$ cat config.mk
export PLATFORM = sky130hd
export DESIGN_NAME = demux_dispatch_ctrl
export DESIGN_NICKNAME = d
export VERILOG_FILES = /design/src/rtl/demux_dispatch_ctrl.sv
export SDC_FILE = /design/constraint.sdc
export NUM_CORES = 1
export LEC_CHECK = 0
export CAP_MARGIN = 5
export CORE_ASPECT_RATIO = 1.1
export CORE_MARGIN = 2
export CORE_UTILIZATION = 43
export DETAILED_ROUTE_END_ITERATION = 8
export GPL_TIMING_DRIVEN = 0
export PLACE_DENSITY = 0.79
export SLEW_MARGIN = 20
export SYNTH_ARGS = -nofsm -noshare
export SYNTH_HDL_FRONTEND = slang
export SYNTH_SLANG_ARGS = --single-unit
$ cat constraint.sdc
create_clock -name clk -period 1.7 [get_ports clk]
set_clock_uncertainty 0.1 [all_clocks]
set_input_delay 0.34 -clock clk [delete_from_list [all_inputs] [get_ports clk]]
set_output_delay 0.34 -clock clk [all_outputs]
set_load 0.02 [all_outputs]
$ cat src/rtl/demux_dispatch_ctrl.sv
// One-word buffered 1:2 demux controller: valid/ready in, steered valid/ready out.
// Target picked round-robin or by per-word destination; per-output delivery counters.
module demux_dispatch_ctrl #(
  parameter int unsigned WIDTH = 8,
  parameter int unsigned CNT_W = 8
) (
  input  logic             clk,
  input  logic             rst,
  input  logic             mode,
  input  logic [WIDTH-1:0] in_data,
  input  logic             in_dest,
  input  logic             in_valid,
  output logic             in_ready,
  output logic [WIDTH-1:0] out0_data,
  output logic             out0_valid,
  input  logic             out0_ready,
  output logic [WIDTH-1:0] out1_data,
  output logic             out1_valid,
  input  logic             out1_ready,
  output logic [CNT_W-1:0] cnt0,
  output logic [CNT_W-1:0] cnt1,
  output logic             busy
);

  typedef enum logic {StEmpty, StFull} state_e;

  state_e           state_q, state_d;
  logic [WIDTH-1:0] data_q, data_d;
  logic             sel_q, sel_d;
  logic             rr_ptr_q, rr_ptr_d;
  logic [CNT_W-1:0] cnt0_q, cnt0_d;
  logic [CNT_W-1:0] cnt1_q, cnt1_d;
  logic             full, pop, load;

  always_comb begin
    full     = (state_q == StFull);
    pop      = full & (sel_q ? out1_ready : out0_ready);
    in_ready = ~full | pop;
    load     = in_valid & in_ready;

    state_d  = state_q;
    data_d   = data_q;
    sel_d    = sel_q;
    cnt0_d   = cnt0_q;
    cnt1_d   = cnt1_q;
    // Pointer advances on delivery only in round-robin mode; a same-cycle load sees the new value.
    rr_ptr_d = (pop & ~mode) ? ~rr_ptr_q : rr_ptr_q;

    unique case (state_q)
      StEmpty: if (load) state_d = StFull;
      StFull:  if (pop && !load) state_d = StEmpty;
      default: state_d = StEmpty;
    endcase

    if (load) begin
      data_d = in_data;
      sel_d  = mode ? in_dest : rr_ptr_d;
    end

    if (pop && !sel_q) cnt0_d = cnt0_q + CNT_W'(1);
    if (pop && sel_q)  cnt1_d = cnt1_q + CNT_W'(1);
  end

  always_ff @(posedge clk or posedge rst) begin
    if (rst) begin
      state_q  <= StEmpty;
      data_q   <= '0;
      sel_q    <= 1'b0;
      rr_ptr_q <= 1'b0;
      cnt0_q   <= '0;
      cnt1_q   <= '0;
    end else begin
      state_q  <= state_d;
      data_q   <= data_d;
      sel_q    <= sel_d;
      rr_ptr_q <= rr_ptr_d;
      cnt0_q   <= cnt0_d;
      cnt1_q   <= cnt1_d;
    end
  end

  // The idle output is forced to zero, matching the demux datapath.
  always_comb begin
    out0_valid = full & ~sel_q;
    out1_valid = full & sel_q;
    out0_data  = out0_valid ? data_q : '0;
    out1_data  = out1_valid ? data_q : '0;
    cnt0       = cnt0_q;
    cnt1       = cnt1_q;
    busy       = full;
  end

endmodule
# --- Word-level counts from Yosys, hierarchy flattened ---
# Index checks and enable logic that the tools add are counted.
op_classes:
  n_mux: 8
  bitwise_logic: 10
  add_sub_neg: 2
  n_reduce_logical: 5
op_table:
  columns: ["cell", "count"]
  rows:
  - ["8-bit by 1-bit adder with 8-bit output (second input constant)", 2]
  - ["8-bit 2-to-1 mux", 2]
  - ["1-bit bitwise AND", 5]
  - ["1-bit 2-to-1 mux", 5]
  - ["1-bit inverter", 4]
  - ["1-bit logical AND", 3]
  - ["1-bit logical NOT", 2]
  - ["1-bit one-hot mux with 2 select lines", 1]
  - ["1-bit bitwise OR", 1]
word_totals:
  wordCells: 31
  in_bits: 15
  register_bits: 27
  out_inout_bits: 36

# --- Depth between registers and ports, before layout ---
# Gate-level depths: netlist (run 1).
depth:
  ltp_word: 8
  mapped_depth: 4
  mapped_depth_nobuf: 4

# --- Worst setup path after synthesis (run 1) ---
# Ideal clock, no wire load.
synth_path:
  kind: "reg-to-output"
  start: "register sel_q"
  end: "output out0_data[0]"
  t_required_ns: 1.260
  n_path_buf: 1
  arrival_time_ns: 1.275
  slack_ns: -0.015
  stages_incl_launch_ff: 4
  path_cell_list: "dfrtp_1 and2b_2 clkbuf_1 and2_1"
synth_between:
  elab_chain_cells: 3
synth_rtl:
  columns: ["element", "line_no", "text"]
  rows:
  - ["start, declared", "29", "logic sel_q, sel_d;"]
  - ["start signal, assigned", "75", "sel_q <= sel_d;"]
  - ["1-bit inverter", "84", "out0_valid = full & ~sel_q;"]
  - ["1-bit bitwise AND", "84", null]
  - ["via out0_valid", "15", "output logic out0_valid,"]
  - ["8-bit 2-to-1 mux", "86", "out0_data = out0_valid ? data_q : '0;"]
  - ["end, declared", "14", "output logic [WIDTH-1:0] out0_data,"]
# The timed path passes the listed nets, and every way through them passes these cells.

# --- Worst setup path after layout (run 1) ---
layout_path:
  start: "register sel_q"
  end: "output out0_data[0]"
layout_between:
  elab_chain_cells: 3
layout_rtl:
  columns: ["element", "line_no"]
  rows:
  - ["1-bit inverter", "84"]
  - ["1-bit bitwise AND", "84"]
  - ["8-bit 2-to-1 mux", "86"]
# No other way between the ends.

==> results of run 1 <==
-- critical path: cells and delay by family (launching register included) --
family / cells / cell delay [ns]
buffers and inverters: 1 / 0.11
and+or+nand+nor: 2 / 0.47
DFF: 1 / 0.50
-- logic make-up (layout without fill, tap and decap cells) --
group           Yosys count  after routing  synth area share (%)
simple gates             50             51                  22.6
fa+ha+maj                 2              2                  1.90
flops                    27             27                  51.3
buf+inv                   5             65                  1.71
mux                      11             11                  9.60
compound gates            3              4                  2.85
xor+xnor                 15             15                  9.98
-- cell usage in the layout (no fill, tap or decap), types with 4 or more instances in the layout --
| master | netlist | routed |
|---|---|---|
| nand2b_1 | 4 | 4 |
| xor2_1 | 7 | 7 |
| nand4_1 | 4 | 4 |
| clkdlybuf4s50_1 | 0 | 12 |
| xnor2_1 | 8 | 8 |
| mux2_2 | 10 | 4 |
| mux2_4 | 0 | 6 |
| dlygate4sd2_1 | 0 | 18 |
| and2_4 | 0 | 9 |
| and3_4 | 0 | 7 |
| buf_6 | 0 | 23 |
| nand2_1 | 7 | 5 |
| dfrtp_1 | 27 | 26 |
-- flip-flops by register name (all words and copies together), names as in the netlist --
signal	flops
data_q	8
busy	1
cnt1	8
sel_q	1
rr_ptr_q	1
cnt0	8
-- power by group through the flow --
stage	combinational [mW]	sequential [mW]	clock (mW)
2_1_floorplan	0.617	1.15	0
3_3_place_gp	1.33	1.03	0
3_5_place_dp	1.35	1.05	0
4_1_cts	1.53	1.05	0.287
5_1_grt	1.72	1.09	0.307
6_report	1.61	1.06	0.277
-- final timing paths --
kind	start	endpoint	slack, ns	cells past startpoint
worst min-delay path	rst	cnt0[2]	0.31	2
max in group asynchronous	rst	sel_q	0.71	2
worst max register to register	sel_q	data_q[6]	-0.01	4
worst max-delay path	sel_q	out0_data[0]	-0.14	3
worst min register to register	cnt0[7]	cnt0[7]	0.37	1
min in group clk	out0_ready	cnt0[0]	0.32	3
-- layer usage --
layer  up-vias  wire [um]  track usage [%]
met5         -          0                0
met4         0         42             7.97
met3         4        229             4.97
met2        39       1800             34.2
met1       564       1430             24.2
li1        520          -                -
-- stage by stage --
stage	cell area, um^2	total power, mW
floorplan	1320	1.77
global placement	1860	2.36
detailed placement	1860	2.40
CTS	2060	2.87
global route	2120	3.11
finish	2120	2.95
-- area by class of cell --
type | count | area, um^2 | share of cell area [%]
inverter | 1 | 3.75 | 0.177
tap | 34 | 42.5 | 2.00
sequential | 27 | 677 | 31.9
multi-input combinational | 83 | 757 | 35.7
timing repair buffer | 58 | 587 | 27.7
buffer | 2 | 28.8 | 1.36
clock buffer | 4 | 26.3 | 1.24
-- what timing repair did --
action	CTS	global route
gates resized for setup	162	17
pin swaps	9	5
endpoints found under the setup margin	36	31
setup buffers	7	0
cloned	2	1
==> reports/results.ini, run 1 <==
[power_and_ir_drop]
pwr-share-comb_pct = 54.7
swShare_pct = 39.5
p_clk_share_pct = 9.4
power.leakage_nw = 1.03
seqPwrFrac_pct = 35.9
irDropWorstVdd_v = 0.000970
power_density_mw_per_mm2 = 1390
intPower_mw = 1.78
p_sw_mw = 1.17

[cts]
cts.sinks = 27
numCtsBuffers = 3
clkTransAtPathRegs_ns = 0.14
clkLatencyLatePin_ns = 0.32
clockBufferDepth = 2
htreeDepth = 1
cts_root_buf = clkbuf_4
cts_tree = yes
ctsHoldBuffers = 0

[synth]
ys_async_sr_fraction_pct = 100
ys.flop_type = dfrtp_1
synth_most_common_cell = dfrtp_1
yosysTopAreaCell = dfrtp_1
netlist_top_cells_count = dfrtp_1 (27), and2_1 (11), mux2_2 (10), and3_1 (9), xnor2_1 (8)
synth_fp_nets = 130
synth_area_mm2 = 0.00132
synth_edf_count = 0
yosys_warnings = 0
synth-seq-cells = 27
syn_inst = 113
synth.distinct_cells = 27
synth-seq-area-share_pct = 51.3
synth.avg_cell_area_um2 = 11.6
netlist_top_cells_area = dfrtp_1 (51%), mux2_2 (8.6%), xnor2_1 (5.3%)
synth_top_area_share_pct = 51.3

[sta]
setup_viol = 24
fin_ws_ns = -0.138
fin_crit_sh_pct = 108
tns_ns = -1.69
hold_slack_ns = 0.313
finalMaxSlewViolations = 0
max_freq_ghz = 0.544
relSlewSlack_pct = 35.5
grt_setup_unrepaired = true
fin_crit_ns = 1.84
tightest_slew_ns = 0.962
hold_viol = 0

[grt]
grt_pass1_vias = 1085
gr-total-overflow = 0
grt_start_max_net_pins = 28
grt_use_total_pct = 19.7
grt_pass1_wl_um = 5280
antenna_found_initial = 0

[critical_path]
cp_cell_sequence = and2b_4, and2_4, buf_6
required_ns = 1.26
worstSetupPathType = flop to primary output
start_kind = flop
cp_slowest_stage_delay_ns = 0.50
critical-path-slowest-cell = dfrtp_2
cp-end-kind = primary output
crit_arrival_ns = 1.40
crit_fanout = 7

[flow_run]
cap_viol_max_count = 0

[placement]
io_buffers = 50
place_ws_ns = -0.608
gp_congestion = 0.859
dp_hpwl_um = 2100
dp_cells = 197

[final_layout]
final_cells = 209
finish.utilization_pct = 70.8
synthToLayoutAreaGrowth_pct = 61.2
fillCellCount = 238
drive_above_1_share_pct = 40.0
diodes = 0
nets = 193

[route]
routed_via_density = 5.39
vias = 1127
drt_wl_total_um = 3500
wl_per_cell_um = 16.7
drt-pass1-iter-count = 4
post-route-drc-count = 0
drt_iter0_markers = 24
antenna_left = 0

[min_path]
min_path_type = input pin to async pin

[floorplan]
io_pins = 51
fp-row-count = 21
die_h_um = 62.0
die_area_mm2 = 0.00352
initial_core_util_pct = 43.9
die_x_um = 56.8
core-area_mm2 = 0.00300

[status]
status = finished, violations left
failed_checks = negative setup slack

Power figures use the tool's default switching activity.
==> run 2: changes to the inputs <==
- clock period: 1.7 -> 1.85 ns (I/O delays scaled with it)
==> reports/results.ini, run 2 (synthesis gave the netlist of run 1 again) <==
[status]
status = finished, final reports clean

[sta]
tightest_slew_ns = 0.993  ; +0.0316 ns
finalMaxSlewViolations = 0  ; unchanged
tns_ns = 0  ; +1.69 ns
fin_crit_sh_pct = 98.8
fin_ws_ns = 0.0220  ; +0.160 ns
max_freq_ghz = 0.547
fin_crit_ns = 1.83
grt_setup_unrepaired = true
setup_viol = 0  ; -100%
hold_viol = 0  ; unchanged
relSlewSlack_pct = 33.4  ; -2.1 points

[placement]
dp_cells = 197  ; unchanged
dp_hpwl_um = 2170  ; +3.4%
io_buffers = 50  ; unchanged
place_ws_ns = -0.543  ; +0.0652 ns
gp_congestion = 0.811  ; -5.5%

[floorplan]
core-area_mm2 = 0.00300  ; unchanged
die_area_mm2 = 0.00352  ; unchanged
die_h_um = 62.0  ; unchanged
io_pins = 51  ; unchanged
initial_core_util_pct = 43.9  ; unchanged
die_x_um = 56.8  ; unchanged
fp-row-count = 21  ; unchanged

[cts]
cts_root_buf = clkbuf_4
cts_tree = yes
clkLatencyLatePin_ns = 0.32  ; about the same
clockBufferDepth = 2  ; unchanged
ctsHoldBuffers = 0  ; unchanged
cts.sinks = 27  ; unchanged
htreeDepth = 1  ; unchanged
numCtsBuffers = 3  ; unchanged
clkTransAtPathRegs_ns = 0.15  ; about the same

[final_layout]
synthToLayoutAreaGrowth_pct = 49.7
drive_above_1_share_pct = 32.0  ; -8.0 points
nets = 193  ; unchanged
layout_commonest_cell = dfrtp_1
fillCellCount = 244  ; +2.5%
layout_common_cells = dfrtp_1 (26), clkdlybuf4s50_1 (15), buf_6 (10), mux2_2 (10), buf_2 (10)
final_cells = 209  ; unchanged
finish.utilization_pct = 65.8  ; -5.1 points
diodes = 0  ; unchanged

[critical_path]
required_ns = 1.38  ; +0.12 ns
cp-end-kind = primary output
worstSetupPathType = flop to primary output
crit_fanout = 5  ; -2
start_kind = flop
crit_arrival_ns = 1.36  ; -0.04 ns

[grt]
grt_start_max_net_pins = 28  ; unchanged
grt_pass1_vias = 1035  ; -4.6%
grt_pass1_wl_um = 4940  ; -6.4%
gr-total-overflow = 0  ; unchanged
grt_use_total_pct = 18.3  ; -1.4 points
antenna_found_initial = 0  ; unchanged

[flow_run]
cap_viol_max_count = 0  ; unchanged

[power_and_ir_drop]
p_clk_share_pct = 10.2  ; +0.8 points
seqPwrFrac_pct = 37.8  ; +1.9 points
intPower_mw = 1.51  ; -15%
irDropWorstVdd_v = 0.000789  ; -19%
power.leakage_nw = 1.06  ; +3.7%
pwr-share-comb_pct = 52.1  ; -2.6 points
power_density_mw_per_mm2 = 1280  ; -7.8%
swShare_pct = 40.1  ; +0.53 points
power_mw = 2.53  ; -14%
p_sw_mw = 1.01  ; -13%

[route]
drt-pass1-iter-count = 4  ; unchanged
drt_iter0_markers = 20  ; -17%
post-route-drc-count = 0  ; unchanged
antenna_left = 0  ; unchanged
routed_via_density = 5.32  ; -1.3%
wl_per_cell_um = 15.3  ; -8.6%
vias = 1112  ; -1.3%
drt_wl_total_um = 3200  ; -8.6%

[min_path]
min_path_type = input pin to async pin

[run 2: power groups by stage]
| stage | Combinational (mW) | Sequential [mW] | Clock [mW] |
|---|---|---|---|
| after floorplan | 0.565 | 1.06 | 0 |
| after global placement | 1.22 | 0.948 | 0 |
| after detailed placement | 1.25 | 0.965 | 0 |
| after CTS | 1.24 | 0.952 | 0.269 |
| after global routing | 1.41 | 0.985 | 0.291 |
| final | 1.31 | 0.954 | 0.257 |
[run 2: metrics by stage]
stage                     area (um^2)  hold slack [ns]
after floorplan                  1320            0.323
final                            1970            0.340
after global routing             1970            0.376
after CTS                        1890            0.390
after global placement           1860            0.359
after detailed placement         1860            0.370
[run 2: path summary, 6_finish.rpt]
| check | depth (start not counted) | endpoint | slack [ns] | startpoint |
|---|---|---|---|---|
| max reg2reg | 5 | data_q[0] | 0.04 | sel_q |
| min | 2 | busy | 0.34 | rst |
| max | 3 | out0_data[5] | 0.02 | sel_q |
| min in group clk | 1 | cnt1[7] | 0.38 | cnt1[7] |
| min reg2reg | 1 | cnt1[7] | 0.38 | cnt1[7] |
| max in group asynchronous | 2 | sel_q | 0.82 | rst |
[run 2: critical path, stage by stage (launching register included)]
cell and delay, ns:
dfrtp_2 0.47, and2b_4 0.30, and2_1 0.15, buf_6 0.12
[run 2: layer usage]
layer	vias up	global-route usage, %	wire length, um
met5	-	0	0
met4	0	7.97	89
met3	8	3.52	219
met2	46	30.4	1520
met1	538	23.9	1370
li1	520	-	-
[run 2: what timing repair did]
item,CTS,global route
pin swaps,1,6
setup buffers,7,1
gates cloned,1,1
resized for setup,97,27
endpoints found under the setup margin,26,28
[run 2: area by class of cell]
type,count,area (um^2),share of cell area [%]
sequential,27,677,34.3
timing repair buffer,58,532,27.0
multi-input combinational,83,663,33.7
clock buffer,3,22.5,1.14
inverter,1,3.75,0.190
clock inverter,1,5.00,0.254
buffer,2,25.0,1.27
tap,34,42.5,2.16
==> run 3: changes to the inputs <==
- CORE_MARGIN: 2 -> not set
==> reports/results.ini, run 3 (synthesis gave the netlist of run 1 again) <==
[status]
status = finished, final reports clean

[sta]
tightest_slew_ns = 0.565  ; -0.428 ns
grt_setup_unrepaired = true
hold_viol = 0  ; unchanged
fin_ws_ns = 0.0172  ; -0.00479 ns
fin_crit_ns = 1.83  ; +0.00479 ns
relSlewSlack_pct = 62.3  ; +29 points
fin_crit_sh_pct = 99.1  ; +0.26 points
finalMaxSlewViolations = 0  ; unchanged
tns_ns = 0  ; unchanged
setup_viol = 0  ; unchanged
max_freq_ghz = 0.546  ; -0.26%
hold_slack_ns = 0.311  ; -0.0297 ns

[final_layout]
layout_common_cells = dfrtp_1 (26), clkdlybuf4s50_1 (15), mux2_2 (10)
synthToLayoutAreaGrowth_pct = 48.0
drive_above_1_share_pct = 32.0  ; about the same
layout_commonest_cell = dfrtp_1
regArea_um2 = 677  ; unchanged
nets = 190  ; -1.6%
multi_input_area_um2 = 668  ; +0.75%
fillCellCount = 232  ; -4.9%
diodes = 0  ; unchanged

[route]
antenna_left = 0  ; unchanged
vias = 1114  ; +0.18%
routed_via_density = 5.43  ; +2.1%
drt_wl_total_um = 3140  ; -1.8%
drt-pass1-iter-count = 4  ; unchanged
wl_per_cell_um = 15.3  ; +0.17%
drt_iter0_markers = 21  ; +5.0%
post-route-drc-count = 0  ; unchanged

[grt]
grt_start_max_net_pins = 28  ; unchanged
grt_pass1_vias = 1054  ; +1.8%
grt_pass1_wl_um = 4930  ; -0.14%
grt_use_total_pct = 21.3  ; +3.0 points
antenna_found_initial = 0  ; unchanged
gr-total-overflow = 0  ; unchanged

[critical_path]
timing.rr.end = data_q[7]
cp-end-kind = primary output
crit_arrival_ns = 1.36  ; about the same
cp-endpoint = in_ready
ff2ff_path_depth = 5  ; unchanged
required_ns = 1.38  ; about the same
worstSetupPathType = flop to primary output
r2r_setup_slack_ns = 0.04  ; about the same
crit_fanout = 5  ; unchanged
cp-startpoint = sel_q
start_kind = flop
r2r_start = sel_q

[cts]
cts.sinks = 27  ; unchanged
clkTransAtPathRegs_ns = 0.14  ; about the same
clkLatencyLatePin_ns = 0.32  ; about the same
cts_tree = yes
numCtsBuffers = 3  ; unchanged
clockBufferDepth = 2  ; unchanged
cts_root_buf = clkbuf_4
htreeDepth = 1  ; unchanged

[power_and_ir_drop]
power.leakage_nw = 1.05  ; -1.7%
irDropWorstVdd_v = 0.000807  ; +2.3%
power_density_mw_per_mm2 = 1290  ; +0.83%

[min_path]
min_path_type = input pin to async pin

[floorplan]
die_x_um = 54.8  ; -3.5%
die_area_mm2 = 0.00329  ; -6.6%
io_pins = 51  ; unchanged
fp-row-count = 20  ; -4.8%
die_h_um = 60.0  ; -3.2%
initial_core_util_pct = 46.5  ; +2.6 points
core-area_mm2 = 0.00283  ; -5.6%

[placement]
io_buffers = 50  ; unchanged
gp_congestion = 0.767  ; -5.4%
dp_hpwl_um = 2130  ; -1.9%
place_ws_ns = -0.529  ; +0.0134 ns

[flow_run]
cap_viol_max_count = 0  ; unchanged

run 3: power breakdown:
group / internal, mW / switching (mW)
clock network: 0.0844 / 0.174
logic: 0.658 / 0.649
registers: 0.767 / 0.184
total: 1.51 / 1.01
run 3: routing by layer:
metal / GRT usage [%] / share of wire (%) / vias up
met5: 0 / 0 / -
met4: 8.79 / 1.4 / 0
met3: 3.56 / 7.7 / 4
met2: 34.8 / 48 / 45
met1: 27.2 / 43 / 550
li1: - / - / 515
run 3: area by class of cell:
class / count / area share [%]
Clock buffer: 4 / 1.35
Timing Repair Buffer: 55 / 26.1
Tap cell: 33 / 2.12
Buffer: 2 / 1.16
Inverter: 1 / 0.193
Sequential cell: 27 / 34.7
Multi-Input combinational cell: 83 / 34.3
run 3: through the flow:
stage / utilization [%] / cell area (um^2) / total power [mW] / std cells
after floorplan: - / 1320 / 1.62 / 113
after global routing: 68.9 / 1950 / 2.67 / 205
final: 68.9 / 1950 / 2.52 / 205
after CTS: 65.4 / 1850 / 2.42 / 204
after global placement: 65.7 / 1860 / 2.17 / 196
after detailed placement: 65.7 / 1860 / 2.21 / 196
run 3: worst min-delay path by stage:
stage / from / end / cells after the start
finish: rst / cnt1[5] / 2
global route: rst / cnt0[2] / 2
CTS: cnt1[7] / cnt1[7] / 1
detailed placement: cnt1[7] / cnt1[7] / 1
global placement: cnt0[7] / cnt0[7] / 1
floorplan: rst / busy / 1
run 3: worst max-delay path: stages (launching register included):
cell and delay [ns]:
dfrtp_2 0.43, buf_6 0.12, mux2i_4 0.23, nand2_2 0.09, buf_4 0.16
run 3: what timing repair did:
item	4_1_cts	5_1_grt
setup buffers	5	0
cloned	1	1
hold buffers	0	0
pin swaps	1	4
gates resized for setup	89	37
endpoints found under the setup margin	26	26
